--- config.mk ---
export PLATFORM = sky130hd
export DESIGN_NAME = mem_port_arbiter
export DESIGN_NICKNAME = d
export VERILOG_FILES = /design/src/rtl/mem_port_arbiter.sv
export SDC_FILE = /design/constraint.sdc
export NUM_CORES = 1
export LEC_CHECK = 0
export CAP_MARGIN = 5
export CORE_MARGIN = 2
export CORE_UTILIZATION = 42
export DETAILED_ROUTE_END_ITERATION = 12
export GPL_TIMING_DRIVEN = 1
export PLACE_DENSITY = 0.8
export SYNTH_ARGS = -nofsm -noshare
export SYNTH_HDL_FRONTEND = slang
export SYNTH_SLANG_ARGS = --single-unit
--- constraint.sdc ---
create_clock -name clk -period 2.9 [get_ports clk]
set_clock_uncertainty 0.2 [all_clocks]
set_input_delay 0.58 -clock clk [delete_from_list [all_inputs] [get_ports clk]]
set_output_delay 0.58 -clock clk [all_outputs]
set_load 0.01 [all_outputs]
--- src/rtl/mem_port_arbiter.sv ---
// Two-port memory arbiter: instruction fetch and data load/store share one memory port.
// Data requests win unless they have starved a pending fetch for DATA_BURST grants.
module mem_port_arbiter #(
  parameter int unsigned ADDR_W     = 32,
  parameter int unsigned DATA_W     = 32,
  parameter int unsigned TIMEOUT    = 16,
  parameter int unsigned DATA_BURST = 4
) (
  input  logic              clk,
  input  logic              reset,
  input  logic              if_req,
  input  logic [ADDR_W-1:0] if_addr,
  output logic              if_valid,
  output logic [DATA_W-1:0] if_rdata,
  input  logic              d_req,
  input  logic              d_we,
  input  logic [ADDR_W-1:0] d_addr,
  input  logic [DATA_W-1:0] d_wdata,
  output logic              d_valid,
  output logic [DATA_W-1:0] d_rdata,
  output logic              mem_req,
  output logic              mem_we,
  output logic [ADDR_W-1:0] mem_addr,
  output logic [DATA_W-1:0] mem_wdata,
  input  logic [DATA_W-1:0] mem_rdata,
  input  logic              mem_ready,
  output logic              stall_if,
  output logic              stall_mem,
  output logic              bus_err
);

  localparam int unsigned WaitW  = $clog2(TIMEOUT + 1);
  localparam int unsigned BurstW = $clog2(DATA_BURST + 1);

  localparam logic [WaitW-1:0]  WaitLast  = WaitW'(TIMEOUT - 1);
  localparam logic [BurstW-1:0] BurstMax  = BurstW'(DATA_BURST);

  typedef enum logic [1:0] {StIdle, StFetch, StData} state_e;

  state_e              state_q, state_d;
  logic [BurstW-1:0]   burst_q, burst_d;
  logic [WaitW-1:0]    wait_q, wait_d;
  logic [ADDR_W-1:0]   mem_addr_q, mem_addr_d;
  logic                mem_we_q, mem_we_d;
  logic [DATA_W-1:0]   mem_wdata_q, mem_wdata_d;
  logic                if_valid_q, if_valid_d;
  logic                d_valid_q, d_valid_d;
  logic [DATA_W-1:0]   if_rdata_q, if_rdata_d;
  logic [DATA_W-1:0]   d_rdata_q, d_rdata_d;
  logic                bus_err_q, bus_err_d;

  always_comb begin
    state_d     = state_q;
    burst_d     = burst_q;
    wait_d      = wait_q;
    mem_addr_d  = mem_addr_q;
    mem_we_d    = mem_we_q;
    mem_wdata_d = mem_wdata_q;
    if_valid_d  = 1'b0;
    d_valid_d   = 1'b0;
    if_rdata_d  = if_rdata_q;
    d_rdata_d   = d_rdata_q;
    bus_err_d   = bus_err_q;

    unique case (state_q)
      StIdle: begin
        if (d_req && (burst_q < BurstMax)) begin
          state_d     = StData;
          mem_addr_d  = d_addr;
          mem_we_d    = d_we;
          mem_wdata_d = d_wdata;
          wait_d      = '0;
          // Only grants that bypass a waiting fetch count toward starvation.
          burst_d     = if_req ? burst_q + BurstW'(1) : '0;
        end else if (if_req) begin
          state_d     = StFetch;
          mem_addr_d  = if_addr;
          mem_we_d    = 1'b0;
          mem_wdata_d = '0;
          wait_d      = '0;
          burst_d     = '0;
        end else begin
          burst_d = '0;
        end
      end

      StFetch, StData: begin
        if (mem_ready) begin
          state_d = StIdle;
          if (state_q == StFetch) begin
            if_valid_d = 1'b1;
            if_rdata_d = mem_rdata;
          end else begin
            d_valid_d = 1'b1;
            if (!mem_we_q) d_rdata_d = mem_rdata;
          end
        end else if (wait_q == WaitLast) begin
          // Abort: complete with zero data and flag the error.
          state_d   = StIdle;
          bus_err_d = 1'b1;
          if (state_q == StFetch) begin
            if_valid_d = 1'b1;
            if_rdata_d = '0;
          end else begin
            d_valid_d = 1'b1;
            if (!mem_we_q) d_rdata_d = '0;
          end
        end else begin
          wait_d = wait_q + WaitW'(1);
        end
      end

      default: state_d = StIdle;
    endcase
  end

  always_ff @(posedge clk or negedge reset) begin
    if (!reset) begin
      state_q     <= StIdle;
      burst_q     <= '0;
      wait_q      <= '0;
      mem_addr_q  <= '0;
      mem_we_q    <= 1'b0;
      mem_wdata_q <= '0;
      if_valid_q  <= 1'b0;
      d_valid_q   <= 1'b0;
      if_rdata_q  <= '0;
      d_rdata_q   <= '0;
      bus_err_q   <= 1'b0;
    end else begin
      state_q     <= state_d;
      burst_q     <= burst_d;
      wait_q      <= wait_d;
      mem_addr_q  <= mem_addr_d;
      mem_we_q    <= mem_we_d;
      mem_wdata_q <= mem_wdata_d;
      if_valid_q  <= if_valid_d;
      d_valid_q   <= d_valid_d;
      if_rdata_q  <= if_rdata_d;
      d_rdata_q   <= d_rdata_d;
      bus_err_q   <= bus_err_d;
    end
  end

  // mem_req decodes the state register so reset drops it without waiting for an edge.
  assign mem_req   = (state_q != StIdle);
  assign mem_we    = mem_we_q;
  assign mem_addr  = mem_addr_q;
  assign mem_wdata = mem_wdata_q;
  assign if_valid  = if_valid_q;
  assign d_valid   = d_valid_q;
  assign if_rdata  = if_rdata_q;
  assign d_rdata   = d_rdata_q;
  assign bus_err   = bus_err_q;
  assign stall_if  = if_req & ~if_valid_q;
  assign stall_mem = d_req & ~d_valid_q;

endmodule
==> metrics.yaml <==
timing:
  setup_viol: 0
  max-slew-margin-rel_pct: 58.0
  finalWorstSetupSlack_ps: 260
  fin_setup_tns_ps: 0
  fmax_ghz: 0.379
  holdWs_ps: 278
  slew_viol_final: 0
  rsz0062_at_grt: "false"
  tightest_slew_ps: 629
  hold_violations: 0
  fin_crit_sh_pct: 91.0
  period_minus_slack_ps: 2640
grt:
  track_usage_pct: 20.9
  grt_pass1_wl_um: 24600
  grt_overflow: 0
  antenna_found_initial: 0
  grt_max_degree: 68
  grt_pass1_vias: 4961
finish:
  nets: 879
  n_fill_cell: 1022
  final_core_util_pct: 68.0
  area_growth_pct: 57.1
  fin_area_um2: 9480
  drive_gt1_share_pct: 16.5
  stdcell_count: 931
  antennaDiodeCount: 0
hold_path:
  holdCritStartpoint: "if_rdata[3]$_DFFE_PN0P_"
  hold_end: "if_rdata[3]$_DFFE_PN0P_"
  hp-class: "reg -> reg"
  holdPathStages: 2
power:
  ir_drop_v: 0.000559
  switching_share_pct: 31.5
  p_int_mw: 6.39
  power.switching_mw: 2.94
  p_comb_share_pct: 43.3
  cellLeakagePower_nw: 4.19
  power_density_nw_per_um2: 984
  p_seq_share_pct: 35.5
  total_power_mw: 9.33
  clkPwrFrac_pct: 21.2
floorplan:
  initial_utilization_pct: 43.3
  die_area_um2: 15300
  io_pins: 269
  die_w_um: 124
  coreArea_um2: 13900
  rows: 43
  die_h_um: 124
placement:
  dp_slack_ps: 243
  dp.final_hpwl_um: 11600
  routabilityCongestion: 0.799
  port_buffers: 268
  placed_cells: 900
  dpl_cell_area_um2: 8930
yosys:
  syn_avg_cell_area_um2: 12.9
  syn_area_um2: 6030
  synth_cell_types: 37
  yosys_warnings: 0
  synthCells: 467
  seq_area_frac_synth_pct: 58.9
  syn_nets: 606
  ys_ff_latch: 142
clocking:
  cts_sinks: 142
  clk_pin_slew_ps: 60
  clock_latency_ps: 400
  clock_path_buffers: 2
  cts_htree_levels: 4
  post_cts_resized: 0
  cts_tree: "yes"
  cts_made_buffers: 17
  cts-root-buf: "clkbuf_16"
job:
  cap_violations: 0
drt:
  ant_nets: 0
  wl_per_cell_um: 17.2
  drc: 0
  wl_met2_um: 8080
  top_layer_used: "met4"
  viasPerCell: 4.98
  drt_iter0_drc: 133
  routed_wl_um: 16000
  met3_length_um: 1520
  drt-pass1-iter-count: 4
  met1Wirelength_um: 6000
  routed-via-count: 4632
setup_path:
  start_kind: "flip-flop"
  crit_fanout: 7
  crit_arrival_ps: 1860
  end_kind: "output port"
  reg2reg_to: "if_rdata[26]$_DFFE_PN0P_"
  path_class: "reg -> out"
  r2r_cells: 6
  rrSetupSlack_ps: 530
  worstPathRequired_ps: 2120
  r2r_start: "wait_q[0]$_DFFE_PN0P_"
status:
  status: "completed"
final cells by class:
cell class                      instances  area [µm²]  area share, %
Clock buffer                           18         439           4.63
Multi-Input combinational cell        264        2200           23.2
Tap cell                              180         225           2.38
Clock inverter                         12        98.8           1.04
Inverter                               33         124           1.31
Sequential cell                       142        3550           37.5
Timing Repair Buffer                  282        2840           30.0
flip-flops by register name, indices dropped and copies added (netlist names):
register   count
mem_addr      32
if_rdata      32
d_rdata       32
if_valid       1
wait_q         5
state_q        2
bus_err        1
mem_wdata     32
burst_q        3
d_valid        1
mem_we         1
what timing repair did:
| item | in CTS | in global routing |
|---|---|---|
| buffers inserted | 0 | 0 |
| endpoints found under the hold margin | 58 | 0 |
| hold buffers | 1 | 0 |
cell usage in the layout (no fill, tap or decap), types with 2 or more instances in the layout:
cell and n:
nor2_1 3, o21ai_0 28, mux2i_1 27, inv_1 33, mux2_4 14, a32o_1 2, clkbuf_16 17, and3_1 2
clkinvlp_4 4, buf_12 4, clkdlybuf4s50_1 267, nand2_1 55, buf_4 9, and2_1 6, a22o_1 36, dfrtp_1 142
clkinv_2 6, mux2_2 59, ha_1 5, o22ai_1 2, nor2b_1 4, mux2_1 4
cell usage after synthesis, drive strengths merged:
master | number | area [µm²]
nand2 | 55 | 206
nor3b | 1 | 12.5
mux2i | 27 | 270
and2 | 6 | 37.5
nand2b | 1 | 6.26
nor2b | 5 | 38.8
a22o | 36 | 315
o211ai | 1 | 7.51
nor2 | 3 | 11.3
a211o | 1 | 8.76
mux2 | 77 | 920
o21ai | 30 | 154
ha | 5 | 62.6
a31o | 1 | 8.76
inv | 33 | 124
o22ai | 2 | 12.5
and3 | 2 | 12.5
a32o | 2 | 20.0
a221o | 1 | 10.0
and3b | 1 | 8.76
a21oi | 1 | 5.00
or3b | 1 | 8.76
nor3 | 1 | 16.3
dfrtp | 142 | 3550
buf | 23 | 153
o2111a | 1 | 11.3
nand3 | 1 | 5.00
clkbuf | 5 | 18.8
o21a | 1 | 7.51
a21boi | 1 | 7.51
logic make-up (layout without fill, tap and decap cells):
family                     Yosys count  count (layout)  synth area share (%)
AOI/OAI and AO/OA                   78              78                  9.42
adders and majority gates            5               5                  1.04
buffers and inverters               61             345                  4.89
DFF                                142             142                  58.9
muxes                              104             104                  19.7
and+or+nand+nor                     77              77                  6.03
per-layer routing:
| metal | vias up | GRT usage [%] |
|---|---|---|
| li1 | 2162 | - |
| met1 | 2252 | 22.7 |
| met2 | 185 | 36.4 |
| met3 | 33 | 8.24 |
| met4 | 0 | 8.52 |
| met5 | - | 0 |
worst max-delay path, stage by stage (launching register included):
cell	delay [ps]
dfrtp_1	390
inv_1	100
ha_1	320
inv_1	140
clkdlybuf4s50_1	510
power groups by stage:
stage	Combinational, mW	Clock [mW]	Sequential (mW)
3_3_place_gp	3.98	0	3.28
3_5_place_dp	4.07	0	3.33
5_1_grt	4.34	2.13	3.41
4_1_cts	4.10	2.03	3.31
2_1_floorplan	1.43	0	3.66
6_report	4.04	1.98	3.31
worst max path at each step:
stage / to / slack, ps / depth (start not counted) / from
4_1_cts: mem_req / 240 / 4 / state_q[0]$_DFFE_PN0P_
5_1_grt: mem_req / 170 / 4 / state_q[1]$_DFFE_PN0P_
2_1_floorplan: if_rdata[26]$_DFFE_PN0P_ / 710 / 6 / wait_q[0]$_DFFE_PN0P_
3_3_place_gp: stall_if / 290 / 3 / if_req
6_report: mem_req / 260 / 4 / state_q[1]$_DFFE_PN0P_
3_5_place_dp: mem_addr[0]$_DFFE_PN0P_ / 240 / 5 / d_req
(Power assumes the default switching activity.)
